File: src/rtl/serial_subtractor_top.sv
// -----------------------------------------------------------------------------
// serial_subtractor_top
//
// Bit-serial unsigned subtractor. A start request in IDLE latches data_a
// (minuend) and data_b (subtrahend). The block then produces data_a - data_b
// LSB-first, one bit per clock, through a single full-subtractor cell and a
// borrow flip-flop.
//
// Handshake: a request is accepted on a rising clk edge where the block is in
// IDLE and start is 1. busy rises on that edge. WIDTH edges later, result is
// updated, done rises and busy falls on the same edge. Requests seen while
// the block is busy or in DONE are dropped, not queued.
//
// Configuration macro: SERIAL_SUB_STICKY_DONE_EN
//   defined   - done stays high until the next accepted start or until reset
//   undefined - done is a one-cycle pulse while the FSM is in DONE
//
// Ports:
//   clk       in   rising-edge clock
//   rst_n     in   asynchronous active-low reset
//   start     in   operation request, sampled only in IDLE
//   data_a    in   [WIDTH-1:0] minuend, sampled on an accepted start
//   data_b    in   [WIDTH-1:0] subtrahend, sampled on an accepted start
//   result    out  [WIDTH:0]   {borrow_out, difference}, held until next done
//   done      out  completion strobe (or sticky flag, see above)
//   busy      out  high from the accepted start until done rises
//   dbg_state out  [1:0] current FSM state (0=IDLE, 1=SHIFT, 2=DONE)
// -----------------------------------------------------------------------------
module serial_subtractor_top #(
    parameter int WIDTH = 8
) (
    input  logic             clk,
    input  logic             rst_n,
    input  logic             start,
    input  logic [WIDTH-1:0] data_a,
    input  logic [WIDTH-1:0] data_b,
    output logic [WIDTH:0]   result,
    output logic             done,
    output logic             busy,
    output logic [1:0]       dbg_state
);

    localparam int CW = (WIDTH > 1) ? $clog2(WIDTH) : 1;
    localparam logic [CW-1:0] LAST_BIT = CW'(WIDTH - 1);

    typedef enum logic [1:0] {
        S_IDLE  = 2'd0,
        S_SHIFT = 2'd1,
        S_DONE  = 2'd2
    } state_e;

    state_e           state_q;
    logic [WIDTH-1:0] shift_a_q;
    logic [WIDTH-1:0] shift_b_q;
    logic [WIDTH-1:0] diff_q;
    logic             borrow_q;
    logic [CW-1:0]    bit_cnt_q;
    logic [WIDTH:0]   result_q;
    logic             done_q;
    logic             busy_q;

    // Full-subtractor cell working on the current LSBs.
    logic             a0;
    logic             b0;
    logic             diff_bit_d;
    logic             borrow_d;
    logic [WIDTH-1:0] diff_d;

    always_comb begin
        a0         = shift_a_q[0];
        b0         = shift_b_q[0];
        diff_bit_d = a0 ^ b0 ^ borrow_q;
        borrow_d   = (~a0 & b0) | (~(a0 ^ b0) & borrow_q);
        // New difference bit enters at the MSB; after WIDTH shifts the first
        // bit computed has reached position 0.
        diff_d     = (diff_q >> 1) | ({{(WIDTH-1){1'b0}}, diff_bit_d} << (WIDTH - 1));
    end

    always_ff @(posedge clk or negedge rst_n) begin
        if (!rst_n) begin
            state_q   <= S_IDLE;
            shift_a_q <= '0;
            shift_b_q <= '0;
            diff_q    <= '0;
            borrow_q  <= 1'b0;
            bit_cnt_q <= '0;
            result_q  <= '0;
            done_q    <= 1'b0;
            busy_q    <= 1'b0;
        end else begin
            case (state_q)
                S_IDLE: begin
                    if (start) begin
                        shift_a_q <= data_a;
                        shift_b_q <= data_b;
                        diff_q    <= '0;
                        borrow_q  <= 1'b0;
                        bit_cnt_q <= '0;
                        busy_q    <= 1'b1;
                        // Clears a sticky done; a no-op in pulse mode.
                        done_q    <= 1'b0;
                        state_q   <= S_SHIFT;
                    end
                end

                S_SHIFT: begin
                    shift_a_q <= shift_a_q >> 1;
                    shift_b_q <= shift_b_q >> 1;
                    diff_q    <= diff_d;
                    borrow_q  <= borrow_d;
                    bit_cnt_q <= bit_cnt_q + 1'b1;
                    if (bit_cnt_q == LAST_BIT) begin
                        // Take the last bit straight from the cell so result
                        // is valid on the same edge done rises.
                        result_q <= {borrow_d, diff_d};
                        done_q   <= 1'b1;
                        busy_q   <= 1'b0;
                        state_q  <= S_DONE;
                    end
                end

                S_DONE: begin
`ifdef SERIAL_SUB_STICKY_DONE_EN
                    done_q  <= 1'b1;
`else
                    done_q  <= 1'b0;
`endif
                    state_q <= S_IDLE;
                end

                default: begin
                    state_q <= S_IDLE;
                end
            endcase
        end
    end

    assign result    = result_q;
    assign done      = done_q;
    assign busy      = busy_q;
    assign dbg_state = state_q;

endmodule
File: config.mk
export PLATFORM = sky130hd
export DESIGN_NAME = serial_subtractor_top
export DESIGN_NICKNAME = d
export VERILOG_FILES = /design/src/rtl/serial_subtractor_top.sv
export SDC_FILE = /design/constraint.sdc
export NUM_CORES = 1
export LEC_CHECK = 0
export ABC_AREA = 1
export CELL_PAD_IN_SITES_DETAIL_PLACEMENT = 0
export CELL_PAD_IN_SITES_GLOBAL_PLACEMENT = 1
export CORE_MARGIN = 1
export CORE_UTILIZATION = 40
export CTS_BUF_LIST = sky130_fd_sc_hd__clkbuf_8
export CTS_CLUSTER_SIZE = 16
export DETAILED_ROUTE_END_ITERATION = 10
export PLACE_DENSITY_LB_ADDON = 0.1
export SLEW_MARGIN = 20
export SYNTH_ARGS = -nofsm -noshare
export SYNTH_HDL_FRONTEND = slang
export SYNTH_SLANG_ARGS = --single-unit
File: constraint.sdc
create_clock -name clk -period 1.85 [get_ports clk]
set_clock_uncertainty 0.05 [all_clocks]
set_input_delay 0.185 -clock clk [delete_from_list [all_inputs] [get_ports clk]]
set_output_delay 0.185 -clock clk [all_outputs]
set_load 0.1 [all_outputs]
### Yosys cells after proc, flatten, opt, wreduce, memory -nomap -nowiden

Cells that the tools add are included.

| storage, ports and cells | value |
|---|---|
| flip-flop bits (word level) | 41 |
| bits of input ports | 19 |
| output and inout port bits | 13 |
| word-level logic and storage cells | 49 |

| operators by class | value |
|---|---|
| add/sub/neg operators | 1 |
| eq/ne operators | 5 |
| mux-type cells | 18 |
| bitwise operators | 8 |
| reduce and logical (&&, ||, !) cells | 8 |

Operators with widths:

| operator | count |
|---|---|
| 8-bit one-hot mux with 2 select lines | 3 |
| 8-bit 2-to-1 mux | 3 |
| 7-bit by 8-bit bitwise OR with 8-bit output | 1 |
| 3-bit one-hot mux with 2 select lines | 1 |
| 2-bit AND reduction | 3 |
| 3-bit AND reduction | 2 |
| 1-bit 2-to-1 mux | 4 |
| 2-bit 2-to-1 mux | 2 |
| 2-bit != test (second input constant) | 2 |
| 1-bit one-hot mux with 2 select lines | 2 |
| 2-bit one-hot mux with 2 select lines | 1 |
| 3-bit by 1-bit adder with 3-bit output (second input constant) | 1 |
| 3-bit equality test (second input constant) | 1 |
| 3-bit 2-to-1 mux | 1 |
| 1-bit one-hot mux with 3 select lines | 1 |
| 3-bit nonzero test | 1 |
| 1-bit AND | 2 |
| 2-bit by 1-bit equality test with 1-bit output (second input constant) | 1 |
| 2-bit equality test (second input constant) | 1 |
| 2-bit zero test | 1 |
| 1-bit inverter | 2 |
| 2-bit nonzero test | 1 |
| 1-bit XOR | 2 |
| 1-bit bitwise OR | 1 |

### Longest topological paths before layout

Gate-level depths: netlist of run 1.

| depth | value |
|---|---|
| depth in word-level cells | 5 |
| depth in mapped cells | 8 |
| gate-level depth less buffers | 7 |

### Least setup slack after synthesis of run 1

Ideal clock, no wire load.

| timing path | value |
|---|---|
| path type | flip-flop to flip-flop |
| start point | reg state_q[0] (netlist: dbg_state[0]) |
| end point | reg result_q[2] (netlist: result[2]) |
| setup time | 129 ps |
| arrival time | 1657 ps |
| data required time | 1671 ps |
| path slack | 14 ps |
| stages on the path, launching flop included | 8 |
| buffers on the path | 2 |
| clock period less this slack | 1836 ps |
| cells stage by stage | dfrtp_1 buf_6 inv_1 nor2_2 nand2_2 buf_6 nand2_1 o21ai_0 |

| on the way | value |
|---|---|
| word-level cells in the longest chain between the ends | 2 |

RTL lines:

| element | RTL line | text |
|---|---|---|
| from (decl) | 52 | `state_e state_q;` |
| from (signal assigned) | 81 | `state_q <= S_IDLE;` |
| from (signal assigned) | 102 | `state_q <= S_SHIFT;` |
| from (signal assigned) | 118 | `state_q <= S_DONE;` |
| 2-bit by 1-bit equality test with 1-bit output | 91 | `case (state_q)` |
| 2-bit AND reduction (no source line) | - |  |
| to (signal assigned) | 115 | `result_q <= {borrow_d, diff_d};` |
| to (decl) | 58 | `logic [WIDTH:0] result_q;` |

No other way between the ends.
A chain may end at the register's enable or synchronous reset.

### Worst setup path after layout of run 1

| timing path | value |
|---|---|
| start point | reg bit_cnt_q[0] |
| end point | reg result_q[0] (netlist: result[0]) |

| on the way | value |
|---|---|
| word-level cells in the longest chain between the ends | 2 |

RTL lines:

| element | RTL line | text |
|---|---|---|
| from (decl) | 57 | `logic [CW-1:0] bit_cnt_q;` |
| from (signal assigned) | 111 | `bit_cnt_q <= bit_cnt_q + 1'b1;` |
| 3-bit equality test | 112 | `if (bit_cnt_q == LAST_BIT) begin` |
| 2-bit AND reduction (no source line) | - |  |

No other way between the ends.

==> results of run 1 <==
==> worst paths after layout <==
check                      cells past startpoint  slack [ns]            to          from
setup / recovery                               6        0.44     result[0]  bit_cnt_q[0]
hold / removal                                 3        0.33  shift_b_q[4]         rst_n
setup reg to reg                               6        0.44     result[0]  bit_cnt_q[0]
hold reg to reg                                2        0.43  shift_b_q[7]  shift_b_q[7]
max in group asynchronous                      3        1.22  shift_a_q[2]         rst_n
min in group clk                               3        0.41  shift_b_q[7]     data_b[7]
==> power breakdown <==
group / internal [mW] / switching (mW) / leakage [nW] / total [mW]
sequential: 1.25 / 0.230 / 0.505 / 1.48
clock: 0.267 / 0.316 / 0.0404 / 0.583
combinational: 0.629 / 1.69 / 0.638 / 2.32
==> what timing repair did <==
action / in CTS / in global routing
setup buffers: 0 / 0
setup endpoints to repair: 0 / 0
endpoints found under the hold margin: 40 / 0
hold buffers: 1 / 0
==> worst register-to-register path: stages (launching register included) <==
cell and delay [ns]:
dfrtp_1 0.40, ha_1 0.20, ha_1 0.21, nand2_2 0.26, inv_1 0.09, nand2_1 0.06
nand2_1 0.04
==> sequential cells by signal (all words and copies together) (netlist names) <==
| register | cells |
|---|---|
| result | 9 |
| shift_b_q | 8 |
| borrow_q | 1 |
| dbg_state | 2 |
| bit_cnt_q | 3 |
| done | 1 |
| busy | 1 |
| diff_q | 7 |
| shift_a_q | 8 |
==> cells in the final DEF (no fill, tap or decap) <==
master | Yosys | routed
nand3_1 | 16 | 16
o21ai_4 | 1 | 1
nor2_1 | 1 | 1
nand2_1 | 110 | 110
dlygate4sd3_1 | 0 | 1
inv_2 | 2 | 2
clkinvlp_4 | 0 | 2
clkdlybuf4s50_1 | 0 | 17
o21ai_0 | 17 | 17
nand2_2 | 1 | 1
buf_4 | 3 | 17
inv_1 | 12 | 12
buf_12 | 0 | 3
fa_1 | 1 | 1
clkbuf_8 | 0 | 5
clkinv_4 | 0 | 1
o21ai_1 | 1 | 1
buf_2 | 3 | 1
dfrtp_1 | 40 | 40
nor2_2 | 1 | 1
ha_1 | 2 | 2
==> cells by family after synthesis <==
logic type | share of synthesized area [%]
AO/OA/AOI/OAI | 5.92
adder cells (fa/ha/maj) | 2.51
buffers and inverters | 7.52
flip-flops | 55.7
AND/OR/NAND/NOR | 28.3
==> cell type report <==
type	instances	area share, %
Inverter	14	2.34
Sequential cell	40	44.6
Tap cell	52	2.90
Clock inverter	3	1.06
Multi-Input combinational cell	151	29.4
Timing Repair Buffer	39	16.6
Clock buffer	5	3.07
==> layer usage <==
layer	global-route usage, %	vias up	wire [um]
li1	-	730	-
met1	21.1	701	1710
met2	28.7	25	1800
met3	5.12	6	166
met4	5.44	0	56
met5	0	-	0
==> through the flow <==
| step | instance area, um^2 | util (%) | cells |
|---|---|---|---|
| CTS | 2240 | 51.9 | 304 |
| global route | 2240 | 51.9 | 304 |
| floorplan | 1800 | - | 215 |
| global placement | 2140 | 49.5 | 295 |
| finish | 2240 | 51.9 | 304 |
| detailed placement | 2140 | 49.5 | 295 |
==> cells in the mapped netlist <==
master / count
nand2_1: 110
dfrtp_1: 40
o21ai_0: 17
nand3_1: 16
inv_1: 12
buf_6: 4
buf_2: 3
buf_4: 3
ha_1: 2
inv_2: 2
fa_1: 1
nand2_2: 1
nor2_1: 1
nor2_2: 1
o21ai_1: 1
o21ai_4: 1
==> run metrics, run 1 <==
status=completed; layout cells sized above 1=13.5%; top-level port count=32; DRC viols=0; overall power=4.39 mW; vias per cell=4.81; initial antenna violation count=0; Top Family by Delay on Critical Path=adder cells; Max stage delay cell, worst path=dfrtp_1; post-synth top area share=55.7%; clk slew on worst S/H paths=0.08 ns; Hold Path Class=input port to asynchronous set/reset pin; port buffer count=31; Post-Syn Area=0.00180 mm^2; Netlist cell types=16; synthesis-to-layout area growth=24.9%; pins over their slew limit=0; Core Rows=24; Total GRT Usage=17.1%; PwrDens=1950 mW/mm^2; Avg WL per Cell=12.3 um; #FFs+latches synth=40; # diodes=0; Post-Place Worst Slack=0.394 ns; FILL cells=409; Worst setup SP type=flip-flop; first-pass GRT wire length=6.53 mm; vias in the first global route=1,410; crit path max fanout=20; CTS root buf=clkbuf_8; leakage power=1.18 nW; post-route ant nets=0; relative slew slack=77.8%; Final Critical Period=1.41 ns; setup tns final=0 ns; placer congestion estimate=0.705; Worst Slack Setup Final=0.436 ns; TritonCTS clock tree=done; TritonCTS Sinks=40; CP Class=flip-flop to flip-flop; cts bufs inserted=5; largest net degree at the start of global routing=41; CTS max path bufs=2; Syn Area/Cell=8.36 um^2; top cells by area, synth=dfrtp_1 (56%), nand2_1 (23%), o21ai_0 (4.7%), nand3_1 (4.5%), buf_6 (2.5%); Multi-input gate area=661 um^2; WP buf/inv=1; Initial Util=41.6%; Seq/Total Area, Yosys=55.7%; Cells after Synth=215; RSZ-0062 raised after global routing=false; H-Tree Depth=2; DR vias=1,462; die height=69.0 um; Max Cap Viol=0; final global-route overflow total=0; Die Wd=69.0 um; post-cts gate resize count=0; clk_lat worst skew=0.29 ns; Synth Net Count=237; Setup Viol. Count Final=0; synth warn=0; Worst Tran Pin Value=0.333 ns; register area=0.00100 mm^2; Hold Violations, Final=0; final worst-path cycle share=76.4%; drt total wl=3.73 mm; Worst Path Required=1.99 ns; Core Area=0.00432 mm^2; die footprint=0.00476 mm^2; area leader, netlist=dfrtp_1; Worst EP arrival=1.55 ns; Largest stage delay, worst path=0.40 ns; hold slack=0.329 ns; HPWL after DPL=2.55 mm; fin nets=273; crit end category=flip-flop; First DRT Iteration DRCs=54; FMAX=0.707 GHz; DRT Pass-1 Iters=6; crit-path cells=ha_1 -> ha_1 -> nand2_2 -> inv_1 -> nand2_1 -> nand2_1; VDD IR max=1310 uV
Power figures use the tool's default switching activity.
==> run 2, diff against run 1 <==
- CORE_UTILIZATION: 40 -> 36
- clock period: 1.85 -> 1.3 ns (I/O delays scaled with it)
==> run 2 against run 1 <==
Global-route usage fell by 0.49 points. Design area rose by 14%. Non-clock buffer count rose by 9. Critical path type is now flip-flop to primary output. Die area rose by 11%. Power rose by 63%. Via count fell by 1.4%. Combinational power rose by 71%. Largest power group unchanged. Flip-flop and latch count did not move. Final cell count rose by 7.9%.
==> run metrics, run 2 (synthesis results as in run 1) <==
worst setup path endpoint=dbg_state[1]; R2R Path End=result[3]; initial antenna violation count=0 (unchanged); clk_lat worst skew=0.30 ns (about the same); Core Area=0.00475 mm^2 (+10%); Die Wd=72.6 um (+5.3%); most frequent cells in the layout=nand2_1 (110), dfrtp_1 (38), clkdlybuf4s50_1 (17), buf_12 (17), nand3_1 (16); R2R Setup Slk=0.03 ns (-0.40 ns); DR vias=1,442 (-1.4%); PwrDens=2800 mW/mm^2 (+43%); RSZ-0062 raised after global routing=true; placer congestion estimate=0.756 (+7.3%); fin nets=282 (+3.3%); Hold Path Class=input port to asynchronous set/reset pin; FILL cells=472 (+15%); Initial Util=37.8% (-3.8 points); Max Cap Viol=0 (unchanged); Core Rows=25 (+4.2%); hold slack=0.277 ns (-0.0521 ns); final non-filler cell total=328 (+7.9%); layout cells sized above 1=18.0% (+4.5 points); CP Launch Point=dbg_state[1]; Total GRT Usage=16.6% (-0.49 points); Reg-to-Reg Start=dbg_state[0]; DRT Pass-1 Iters=4 (-2); largest net degree at the start of global routing=41 (unchanged); die footprint=0.00528 mm^2 (+11%); Multi-input gate area=681 um^2 (+3.0%); HPWL after DPL=2.49 mm (-2.5%); vias per cell=4.40 (-8.6%); drt total wl=3.81 mm (+2.2%); CTS root buf=clkbuf_8; met2 wire length=1.69 mm (-6.0%); H-Tree Depth=2 (unchanged); Worst EP arrival=1.09 ns (-0.46 ns); TritonCTS clock tree=done; met1 wire length=1.93 mm (+13%); die height=72.6 um (+5.3%); final global-route overflow total=0 (unchanged); first-pass GRT wire length=6.53 mm (+0.11%); DRC viols=0 (unchanged); relative slew slack=83.1% (+5.3 points); crit path max fanout=3 (-85%); TritonCTS Sinks=40 (unchanged); max FFs per register=9 (unchanged); vias in the first global route=1,450 (+2.8%); overall power=7.17 mW (+63%); Worst Path Required=1.12 ns (-0.87 ns); cts bufs inserted=5 (unchanged); max layer used=met4; Setup Buffers After CTS=0 (unchanged); synthesis-to-layout area growth=42.4%; WL met3=129 um (-22%); Worst Tran Pin Value=0.253 ns (-0.0798 ns); Setup Viol. Count Final=0 (unchanged); status=completed; Final Critical Period=1.27 ns; pins over their slew limit=0 (unchanged); final worst-path cycle share=97.4%; Hold Violations, Final=0 (unchanged); FMAX=0.790 GHz; clk slew on worst S/H paths=0.08 ns (about the same); register area=0.00101 mm^2 (+0.75%); post-route ant nets=0 (unchanged); crit end category=primary output; commonest non-fill, non-tap cell in the layout=nand2_1; leakage power=1.30 nW (+10%); dpl cell area=0.00241 mm^2 (+13%); Avg WL per Cell=11.6 um (-5.3%); reg2reg path depth=6 (unchanged); top-level port count=32 (unchanged); First DRT Iteration DRCs=51 (-5.6%); # diodes=0 (unchanged); Inst Count DP=319 (+8.1%); Worst setup SP type=flip-flop; Design Area, Final=0.00256 mm^2 (+14%); port buffer count=31 (unchanged); VDD IR max=1810 uV (+38%); CP Class=flip-flop to primary output; CTS max path bufs=2 (unchanged)
-- run 2: changes by cell type in the layout (fill, tap and decap cells not counted), moves of 6 or more --
cell and change:
buf_12 +14, o21ai_1 +6, buf_4 -7, o21ai_0 -6
-- run 2: final cells by class --
cell class                      instances  share of cell area [%]
Clock buffer                            5                    2.69
Clock inverter                          3                    1.52
Inverter                               14                    2.15
Multi-Input combinational cell        151                    26.6
Sequential cell                        40                    39.4
Tap cell                               67                    3.28
Timing Repair Buffer                   48                    24.4
-- run 2: what timing repair did --
| item | in CTS | in global routing |
|---|---|---|
| hold buffers | 1 | 0 |
| endpoints found under the hold margin | 40 | 0 |
| pin swaps | 1 | 2 |
| resized for setup | 2 | 5 |
| endpoints found under the setup margin | 10 | 18 |
-- run 2: through the flow --
| step | setup TNS (ns) | utilization (%) | setup slack (ns) |
|---|---|---|---|
| floorplan | -4.60 | - | -0.182 |
| global placement | 0 | 50.8 | 0.00153 |
| detailed placement | -0.0360 | 50.8 | -0.0107 |
| CTS | 0 | 53.4 | 0.00439 |
| global route | -0.147 | 53.8 | -0.0398 |
| finish | 0 | 53.8 | 0.0342 |
-- run 2: worst max-delay path, stage by stage (launching register included) --
cell     delay (ns)
dfrtp_4        0.51
buf_6          0.13
buf_12         0.15
-- run 2: how the worst min path moves through the flow --
stage	from	slack, ns	end	cells past startpoint
after global routing	rst_n	0.33	shift_b_q[4]	3
after CTS	rst_n	0.27	shift_b_q[4]	3
final	rst_n	0.28	shift_b_q[4]	3
after floorplan	rst_n	-0.22	bit_cnt_q[0]	0
after global placement	rst_n	0.07	shift_b_q[4]	2
after detailed placement	rst_n	0.07	shift_b_q[4]	2
-- run 2: report_power, final --
part / leakage (nW) / switching [mW] / total (mW) / internal, mW
combinational: 0.741 / 2.45 / 3.96 / 1.50
clock: 0.0593 / 0.433 / 0.995 / 0.562
sequential: 0.503 / 0.420 / 2.22 / 1.80
total: 1.30 / 3.30 / 7.17 / 3.87
-- run 2: per-layer routing --
metal / vias up / track usage (%)
met5: - / 0
met4: 0 / 7.84
met3: 5 / 4.14
met2: 20 / 26.4
met1: 661 / 21.4
li1: 756 / -
